<file path="config.mk">
export PLATFORM = sky130hd
export DESIGN_NAME = mem_clear_engine
export DESIGN_NICKNAME = d
export VERILOG_FILES = /design/src/rtl/mem_clear_pkg.sv /design/src/rtl/mem_clear_chan.sv /design/src/rtl/mem_clear_engine.sv
export SDC_FILE = /design/constraint.sdc
export NUM_CORES = 1
export LEC_CHECK = 0
export ABC_AREA = 1
export BUFFER_PORTS_ARGS = -buffer_cell sky130_fd_sc_hd__buf_2
export CORE_MARGIN = 1.5
export CORE_UTILIZATION = 30
export DETAILED_ROUTE_END_ITERATION = 7
export GPL_ROUTABILITY_DRIVEN = 0
export PLACE_DENSITY = 0.52
export SLEW_MARGIN = 20
export SYNTH_ARGS = -nofsm -noshare
export SYNTH_HDL_FRONTEND = slang
export SYNTH_SLANG_ARGS = --single-unit
</file>
<file path="constraint.sdc">
create_clock -name clk_sys -period 5.01 [get_ports clk_sys]
set_input_delay 0.2505 -clock clk_sys [delete_from_list [all_inputs] [get_ports clk_sys]]
set_output_delay 0.2505 -clock clk_sys [all_outputs]
set_load 0.02 [all_outputs]
</file>
<file path="src/rtl/mem_clear_pkg.sv">
// Shared types and constants for the memory clear engine.
// Latency: n/a (declarations only).
// Backpressure: n/a.
package mem_clear_pkg;

    // Per-channel sequencer states
    typedef enum logic [1:0] {
        ST_IDLE = 2'd0,
        ST_BEAT = 2'd1,
        ST_NEXT = 2'd2,
        ST_FIN  = 2'd3
    } chan_state_t;

    // Fill pattern encodings, as presented on the mode input
    localparam logic [1:0] MODE_ZERO = 2'd0;
    localparam logic [1:0] MODE_ONES = 2'd1;
    localparam logic [1:0] MODE_LFSR = 2'd2;
    localparam logic [1:0] MODE_ADDR = 2'd3;

    // Fibonacci feedback taps 64,63,61,60 (bits 63,62,60,59)
    localparam logic [63:0] LFSR_TAPS = 64'hD800_0000_0000_0000;

    // One shift of the 64-bit maximal-length LFSR
    function automatic logic [63:0] lfsr_next(input logic [63:0] s);
        return {s[62:0], ^(s & LFSR_TAPS)};
    endfunction

endpackage

</file>
<file path="src/rtl/mem_clear_chan.sv">
// One write channel of the clear engine: burst sequencer, address counter, pattern generator.
// Latency: first beat presented one cycle after start_go; one idle cycle between bursts.
// Backpressure: ch_busy holds ch_we/ch_addr/ch_din stable; beat accepted when ch_we & !ch_busy.
// The LFSR fill is built only when MEM_CLEAR_LFSR_EN is defined; otherwise mode 2 fills zeros.
module mem_clear_chan
    import mem_clear_pkg::*;
#(
    parameter int                ADDR_W    = 25,
    parameter int                DATA_W    = 64,
    parameter int                BURST_LEN = 8,
    parameter logic [ADDR_W-1:0] LAST_ADDR = '0
`ifdef MEM_CLEAR_LFSR_EN
    ,
    parameter logic [63:0]       LFSR_SEED = 64'h1
`endif
)(
    input  logic              clk_sys,
    input  logic              RESET,
    input  logic              start_go,
    input  logic              abort_req,
    input  logic [1:0]        mode,
    input  logic              ch_busy,
    output logic              ch_we,
    output logic [ADDR_W-1:0] ch_addr,
    output logic [DATA_W-1:0] ch_din,
    output logic              running,
    output logic              fin
);

    localparam logic [ADDR_W-1:0] BURST_STEP = ADDR_W'(BURST_LEN);
    localparam logic [7:0]        LAST_BEAT  = 8'(BURST_LEN - 1);

    chan_state_t state;
    logic [7:0]  beat;
    logic [1:0]  mode_q;
    logic [63:0] lfsr_q;
    logic [63:0] lfsr_nx;
    logic        accept;

    assign accept  = (state == ST_BEAT) && ch_we && !ch_busy;
    assign running = (state == ST_BEAT) || (state == ST_NEXT);
    assign fin     = (state == ST_FIN);

    // Data word for a given beat; address mode truncates/zero-extends, LFSR replicates every 64 bits
    function automatic logic [DATA_W-1:0] pattern(
        input logic [1:0]        m,
        input logic [ADDR_W-1:0] a,
        input logic [7:0]        idx,
        input logic [63:0]       l
    );
        logic [DATA_W-1:0] p;
        logic [ADDR_W-1:0] sum;
        p   = '0;
        sum = a + ADDR_W'(idx);
        case (m)
            MODE_ZERO: p = '0;
            MODE_ONES: p = '1;
            MODE_LFSR: for (int k = 0; k < DATA_W; k++) p[k] = l[k % 64];
            MODE_ADDR: p = DATA_W'(sum);
            default:   p = '0;
        endcase
        return p;
    endfunction

`ifdef MEM_CLEAR_LFSR_EN
    assign lfsr_nx = lfsr_next(lfsr_q);

    // LFSR advances once per accepted beat; it is seeded only by reset, so passes continue the sequence.
    // With XOR feedback an all-zero seed never leaves zero.
    always_ff @(posedge clk_sys) begin
        if (!RESET) begin
            lfsr_q <= LFSR_SEED;
        end else if (accept) begin
            lfsr_q <= lfsr_nx;
        end
    end
`else
    assign lfsr_q  = '0;
    assign lfsr_nx = '0;
`endif

    // Burst sequencer: outputs are registered, so a held beat stays put while ch_busy is high
    always_ff @(posedge clk_sys) begin
        if (!RESET) begin
            state   <= ST_IDLE;
            ch_we   <= 1'b0;
            ch_addr <= '0;
            ch_din  <= '0;
            beat    <= '0;
            mode_q  <= MODE_ZERO;
        end else begin
            case (state)
                ST_IDLE, ST_FIN: begin
                    if (start_go) begin
                        state   <= ST_BEAT;
                        ch_we   <= 1'b1;
                        ch_addr <= '0;
                        beat    <= '0;
                        mode_q  <= mode;
                        ch_din  <= pattern(mode, '0, 8'd0, lfsr_q);
                    end
                end
                ST_BEAT: begin
                    if (accept) begin
                        if (beat == LAST_BEAT) begin
                            state <= ST_NEXT;
                            ch_we <= 1'b0;
                        end else begin
                            beat   <= beat + 8'd1;
                            ch_din <= pattern(mode_q, ch_addr, beat + 8'd1, lfsr_nx);
                        end
                    end
                end
                ST_NEXT: begin
                    // The address never wraps: the final burst or a pending abort ends the pass
                    if ((ch_addr == LAST_ADDR) || abort_req) begin
                        state <= ST_FIN;
                    end else begin
                        state   <= ST_BEAT;
                        ch_we   <= 1'b1;
                        ch_addr <= ch_addr + BURST_STEP;
                        beat    <= '0;
                        ch_din  <= pattern(mode_q, ch_addr + BURST_STEP, 8'd0, lfsr_q);
                    end
                end
                default: begin
                    state <= ST_IDLE;
                    ch_we <= 1'b0;
                end
            endcase
        end
    end

endmodule

</file>
<file path="src/rtl/mem_clear_engine.sv">
// Multi-channel memory clear engine: fills every channel from address 0 up to LAST_ADDR in bursts.
// Latency: first beat one cycle after start; done one cycle after the last channel finishes.
// Backpressure: per-channel ch_busy stalls only that channel. Build option MEM_CLEAR_LFSR_EN adds the LFSR fill.
module mem_clear_engine
    import mem_clear_pkg::*;
#(
    parameter int              CHANNELS  = 2,
    parameter int              ADDR_W    = 25,
    parameter int              DATA_W    = 64,
    parameter int              BURST_LEN = 8,
    parameter longint unsigned LAST_ADDR = (64'd1 << ADDR_W) - 64'(BURST_LEN)
)(
    input  logic                         clk_sys,
    input  logic                         RESET,
    input  logic                         start,
    input  logic                         abort,
    input  logic [1:0]                   mode,
    output logic [CHANNELS-1:0]          ch_we,
    output logic [CHANNELS*ADDR_W-1:0]   ch_addr,
    output logic [CHANNELS*DATA_W-1:0]   ch_din,
    output logic [CHANNELS*DATA_W/8-1:0] ch_be,
    output logic [CHANNELS*8-1:0]        ch_burstcnt,
    input  logic [CHANNELS-1:0]          ch_busy,
    output logic                         active,
    output logic                         done,
    output logic [CHANNELS-1:0]          ch_done
);

    logic [CHANNELS-1:0] run_vec;
    logic [CHANNELS-1:0] fin_vec;
    logic                start_go;
    logic                abort_lat;
    logic                abort_req;

    // A start while any channel is mid-pass is dropped
    assign start_go  = start && !active;
    // Abort is honoured at the next burst boundary, including one arriving in that very cycle
    assign abort_req = abort_lat || abort;

    assign active      = |run_vec;
    assign ch_done     = fin_vec;
    assign ch_be       = '1;
    assign ch_burstcnt = {CHANNELS{8'(BURST_LEN)}};

    // Abort latch: held for the rest of the pass, cleared by the next accepted start
    always_ff @(posedge clk_sys) begin
        if (!RESET) begin
            abort_lat <= 1'b0;
        end else if (start_go) begin
            abort_lat <= 1'b0;
        end else if (abort && active) begin
            abort_lat <= 1'b1;
        end
    end

    // Pass completion flag: set once every channel has reached FIN, cleared by start
    always_ff @(posedge clk_sys) begin
        if (!RESET) begin
            done <= 1'b0;
        end else if (start_go) begin
            done <= 1'b0;
        end else if (&fin_vec) begin
            done <= 1'b1;
        end
    end

    for (genvar i = 0; i < CHANNELS; i++) begin : g_chan
        mem_clear_chan #(
            .ADDR_W    (ADDR_W),
            .DATA_W    (DATA_W),
            .BURST_LEN (BURST_LEN),
            .LAST_ADDR (ADDR_W'(LAST_ADDR))
`ifdef MEM_CLEAR_LFSR_EN
            ,
            .LFSR_SEED (64'h1 ^ 64'(i))
`endif
        ) u_chan (
            .clk_sys   (clk_sys),
            .RESET     (RESET),
            .start_go  (start_go),
            .abort_req (abort_req),
            .mode      (mode),
            .ch_busy   (ch_busy[i]),
            .ch_we     (ch_we[i]),
            .ch_addr   (ch_addr[i*ADDR_W +: ADDR_W]),
            .ch_din    (ch_din[i*DATA_W +: DATA_W]),
            .running   (run_vec[i]),
            .fin       (fin_vec[i])
        );
    end

endmodule

</file>
Word-level counts from Yosys, hierarchy flattened
Cells that the tools add are included.
Widths: inputs -> output; s select.
- $add $sub $neg: 6
- eq/ne operators: 29
- multiplexer cells: 46
- bitwise gates (word level): 1
- reduce and logical (&&, ||, !) cells: 39
- operator list (operator ; number):
    $pmux 64 s3 ; 6
    $mux 64 ; 7
    $pmux 64 s2 ; 1
    $pmux 25 s2 ; 2
    $mux 25 ; 3
    $mux 8 ; 7
    $add 25x4->25 const B ; 2
    $add 25x8->25 ; 2
    $eq 25x25->1 const B ; 2
    $pmux 8 s3 ; 2
    $eq 2x2->1 const B ; 10
    $add 8x1->8 const B ; 2
    $eq 8x3->1 const B ; 2
    $reduce_and 4->1 ; 4
    $mux 2 ; 7
    $ne 2x2->1 const B ; 7
    $pmux 2 s3 ; 2
    $reduce_and 3->1 ; 4
    $reduce_or 2->1 ; 6
    $eq 2x1->1 const B ; 5
    $logic_not 2->1 ; 5
    $mux 1 ; 7
    $logic_and 1x1->1 ; 6
    $ne 2x1->1 const B ; 3
    other kinds (7) ; 17
- register bits after elaboration: 206
- bits of input ports: 8
- output and inout bits: 216

Longest topological paths before layout
- depth in word-level cells: 7
- depth in mapped cells: 20
- depth with buffers taken out: 20

By module
A second synthesis with hierarchy kept.
- cells, all modules: 1508
- area total of the unflattened synthesis: 9594.2 µm²
- by module, submodules not included (module ; instances ; cells each ; area an instance (µm²)):
    mem_clear_chan at g_chan[1].u_chan ; 1 ; 719 ; 4649.5
    mem_clear_chan at g_chan[0].u_chan ; 1 ; 741 ; 4600.7
    mem_clear_engine ; 1 ; 48 ; 344.1

Worst setup path before layout
No wires, ideal clock.
- path kind: register to register
- start point: register g_chan[1].u_chan.beat[0]
- end point: register g_chan[1].u_chan.ch_din[21]
- arrival time: 2.364 ns
- path slack: 2.576 ns
- stages on the path, launching flop included: 17
- path buffers: 0
- clock period less this slack: 2.434 ns
- cell sequence: dfxtp_1 ha_1 nand3_1 nor2_1 nand2_1 xor2_1 ha_1 nand2_1 o21ai_0 nand2_1 nand2_1 nand2_1 o21ai_0 nand3_1 nand2_1 nand2_1 a21oi_1
- longest elaborated chain between the ends: 6
- elaborated cells between the ends (all ways): 9
- ends and longest elaborated chain (item ; line ; source):
    start, declared ; mem_clear_chan.sv:34 ; logic [7:0] beat;
    start signal, assigned ; mem_clear_chan.sv:109 ; beat <= beat + 8'd1;
    $add 8x1->8 ; mem_clear_chan.sv:110 ; ch_din <= pattern(mode_q, ch_addr, beat + 8'd1, lfsr_nx);
    $add 25x8->25 ; mem_clear_chan.sv:54 ; sum = a + ADDR_W'(idx);
    $pmux 64 s3 ; mem_clear_chan.sv:55 ; case (m)
    $mux 64 ; mem_clear_chan.sv:105 ; if (beat == LAST_BEAT) begin
    $mux 64 ; mem_clear_chan.sv:104 ; if (accept) begin
    $pmux 64 s3 ; mem_clear_chan.sv:92 ; case (state)
    end signal, assigned ; mem_clear_chan.sv:100 ; ch_din <= pattern(mode, '0, 8'd0, lfsr_q);
    end signal, assigned ; mem_clear_chan.sv:110 ;
    end signal, assigned ; mem_clear_chan.sv:123 ; ch_din <= pattern(mode_q, ch_addr + BURST_STEP, 8'd0, lfsr_q);
    end, declared ; mem_clear_chan.sv:25 ; output logic [DATA_W-1:0] ch_din,
Parallel ways exist; a longest one is shown, timed or not. The select of a mux whose other input is x is not followed.
A chain may end at the register's enable or synchronous reset.

Final worst setup path
- start point: register g_chan[0].u_chan.state[0]
- end point: register g_chan[0].u_chan.ch_din[13]
- longest elaborated chain between the ends: 7
- elaborated cells between the ends (all ways): 17
- ends and longest elaborated chain (item ; line ; source):
    start, declared ; mem_clear_chan.sv:33 ; chan_state_t state;
    start signal, assigned ; mem_clear_chan.sv:85 ; state <= ST_IDLE;
    start signal, assigned ; mem_clear_chan.sv:95 ; state <= ST_BEAT;
    start signal, assigned ; mem_clear_chan.sv:106 ; state <= ST_NEXT;
    $eq 2x1->1 or $eq 2x2->1 (tied branches) ; mem_clear_chan.sv:40, mem_clear_chan.sv:41, mem_clear_chan.sv:92 ;
    $logic_or 1x1->1 ; mem_clear_chan.sv:41 ; assign running = (state == ST_BEAT) || (state == ST_NEXT);
    $reduce_or 2->1 ; mem_clear_engine.sv:40 ; assign active = |run_vec;
    $logic_not 1->1 ; mem_clear_engine.sv:36 ; assign start_go = start && !active;
    $logic_and 1x1->1 ; mem_clear_engine.sv:36 ;
    $ne 2x1->1 (no line) ; - ;
    $reduce_and 4->1 (no line) ; - ;
    end signal, assigned ; mem_clear_chan.sv:100 ;
    end signal, assigned ; mem_clear_chan.sv:110 ;
    end signal, assigned ; mem_clear_chan.sv:123 ;
    end, declared ; mem_clear_chan.sv:25 ;
Parallel ways exist; a longest one is shown, timed or not.

==> impl_metrics.json <==
{
  "status": "finished, final reports clean",
  "initial_utilization": 0.305,
  "hold_path_class": "in -> reg",
  "switchingPower_mw": 2.60,
  "wl_met2_um": 14400,
  "yosysWarnings": 0,
  "grt_max_degree": 85,
  "startpoint_type": "register",
  "synth_area_mm2": 0.00932,
  "diodes": 0,
  "relSlewSlack": 0.377,
  "p_leak_nw": 4.85,
  "grt_pass1_vias": 8522,
  "viasPerCell": 4.75,
  "die_height_um": 179,
  "grt_pass1_wl_um": 47000,
  "clock_path_buffers": 2,
  "layout.cells.non_filler": 1976,
  "drt_iter0_drc": 681,
  "num_rows": 64,
  "skew_ns": 0.0116,
  "swShare": 0.482,
  "hpwl_um": 22100,
  "critPathMaxFanout": 36,
  "clock_sinks": 124,
  "grt-ovfl-total": 0,
  "min_period_ns": 3.51,
  "worst_setup_path_end_kind": "register",
  "io_buffer_count": 185,
  "mostFrequentLayoutCell": "nand2_1",
  "clockPowerShare": 0.248,
  "cts_hold_buf": 0,
  "wire_per_inst_um": 15.3,
  "cts_tree": "done",
  "max_stage_delay_ns": 0.62,
  "min-delay-start": "abort",
  "clk_pin_slew_ns": 0.06,
  "setup_viol": 0,
  "fin_crit_sh": 0.700,
  "criticalPathCategory": "reg -> reg",
  "track_usage": 0.189,
  "final_hold_viol_count": 0,
  "num_vias": 9393,
  "htreeDepth": 4,
  "ctsResizeCount": 0,
  "ys_async_sr_fraction": 0,
  "die_w_um": 179,
  "nets": 1606,
  "min_path_cells": 3,
  "insertion_delay_ns": 0.43,
  "pwr_density_cell_mw_per_mm2": 519,
  "synth-edff-count": 0,
  "max_freq_ghz": 0.285,
  "core-area_mm2": 0.0306,
  "topRoutingLayerUsed": "met4",
  "dr.pass1.iters": 5,
  "routed_wl_um": 30200,
  "netlist_instances": 1491,
  "ys_ff_latch": 124,
  "syn_avg_cell_area_um2": 6.25,
  "route.met3.wl_um": 1570,
  "r2r-start": "g_chan[0].u_chan.state[0]",
  "wl_met1_um": 13400,
  "drc": 0,
  "layout-drive-gt1-share": 0.162,
  "internal_power_mw": 2.79,
  "cts_made_buffers": 17,
  "cpMostUsedCell": "inv_1",
  "synth_top_area_cell": "dfxtp_1",
  "ant_nets": 0,
  "ir_drop_v": 0.000259,
  "slowest_stage": "nand3_2",
  "r2r_end": "g_chan[0].u_chan.ch_din[13]",
  "root_buffer": "clkbuf_16",
  "r2r_setup_slack_ns": 1.50,
  "rr_worst_depth": 9,
  "critical_path_required_ns": 5.31,
  "fillCellCount": 3444,
  "antenna_found_initial": 0,
  "rsz0062_at_grt": "no",
  "maxCapViolations": 0,
  "worstMarginPinSlew_ns": 0.935,
  "dpl.cell_count": 1945,
  "synth_top_area_share": 0.266,
  "cp.arrival_ns": 3.81,
  "dieArea_mm2": 0.0321,
  "p_seq_frac": 0.289,
  "synth_seq_area_share": 0.266,
  "combPwrFrac": 0.463,
  "min_to": "abort_lat",
  "slew_viol_final": 0,
  "crit_chain": "inv_1 > ha_1 > inv_1 > o21ai_0 > clkinv_1 > nand3_2 > nor2_1 > buf_4 > a21oi_1",
  "synthToLayoutAreaGrowth_pct": 11.5,
  "post_cts_buffers": 0,
  "synth_top_cells_by_area": "dfxtp_1, nand2_1, buf_4, a21oi_1, inv_1",
  "tns_ns": 0,
  "synth_flop_cell": "dfxtp_1",
  "layout_common_cells": "nand2_1, buf_2, inv_1",
  "synth_cell_type_count": 40,
  "io_pins": 224
}
==> power by group through the flow <==
stage | Clock (mW) | Combinational, mW | Sequential [mW]
global route | 1.40 | 2.80 | 1.61
detailed placement | 0 | 2.51 | 1.58
floorplan | 0 | 1.78 | 1.75
CTS | 1.36 | 2.52 | 1.56
finish | 1.34 | 2.50 | 1.56
global placement | 0 | 2.49 | 1.57
==> worst max-delay path by stage <==
stage / startpoint / endpoint / slack (ns) / depth (start not counted)
2_1_floorplan: g_chan[1].u_chan.beat[0] / g_chan[1].u_chan.ch_din[21] / 2.58 / 16
3_3_place_gp: g_chan[0].u_chan.state[0] / g_chan[0].u_chan.ch_din[11] / 1.63 / 9
3_5_place_dp: g_chan[0].u_chan.state[0] / g_chan[0].u_chan.ch_din[19] / 1.54 / 9
4_1_cts: g_chan[0].u_chan.state[0] / g_chan[0].u_chan.ch_din[0] / 1.51 / 9
5_1_grt: g_chan[0].u_chan.state[0] / g_chan[0].u_chan.ch_din[16] / 1.18 / 9
6_report: g_chan[0].u_chan.state[0] / g_chan[0].u_chan.ch_din[13] / 1.50 / 9
==> metrics by stage <==
step | power [mW] | utilization | hold slack, ns | instance area [um2] | worst slack, ns
final | 5.39 | 0.340 | 0.0830 | 10400 | 1.50
after global routing | 5.82 | 0.340 | 0.100 | 10400 | 1.18
after CTS | 5.44 | 0.340 | 0.0765 | 10400 | 1.51
after detailed placement | 4.08 | 0.320 | 0.456 | 9780 | 1.54
after global placement | 4.06 | 0.320 | 0.447 | 9780 | 1.63
after floorplan | 3.53 | - | 0.392 | 9460 | 2.58
==> Yosys cell counts, drive strengths merged, types with 4 or more instances <==
master  instances
dfxtp         124
nor3           17
a211oi          7
clkbuf         29
nand4          21
buf           142
or2             5
o21a            4
a21oi         147
nand3         104
o21ai         126
ha             30
nand2         367
inv           176
nor2          143
xor2           32
==> routing by layer <==
| layer | global-route usage | vias to the layer above |
|---|---|---|
| li1 | - | 4788 |
| met1 | 0.243 | 4267 |
| met2 | 0.318 | 295 |
| met3 | 0.0299 | 43 |
| met4 | 0.0620 | 0 |
| met5 | 0 | - |
==> state kept, by name, summed over array words and instances, names as in the netlist <==
register / cells
abort_lat: 1
g_chan.u_chan.state: 4
g_chan.u_chan.ch_we: 2
g_chan.u_chan.ch_addr: 44
g_chan.u_chan.beat: 16
g_chan.u_chan.ch_din: 52
done: 1
g_chan.u_chan.mode_q: 4
==> final cells by class <==
type	count	area (um2)	area share
clock buffer	21	450	0.0433
clock inverter	10	164	0.0158
inverter	177	664	0.0639
multi-input combinational	1057	5170	0.497
sequential	124	2480	0.239
tap	396	495	0.0477
timing repair buffer	191	971	0.0934
==> logic make-up (layout without fill, tap and decap cells) <==
family	after synthesis	after routing	synth area share
other cells	2	40	0.000806
fa+ha+maj	30	30	0.0403
simple gates	662	662	0.300
xor+xnor	35	35	0.0329
buf+inv	348	399	0.194
flops	124	124	0.266
compound gates	290	290	0.165
==> critical path: cells and delay by family (launching register included) <==
kind / cells / cell delay [ns]
AO/OA/AOI/OAI: 2 / 0.36
adder cells (fa/ha/maj): 1 / 0.43
buffers and inverters: 4 / 1.06
flip-flops: 1 / 0.40
AND/OR/NAND/NOR: 2 / 1.11
No activity file was read; power rests on OpenSTA's default activity.
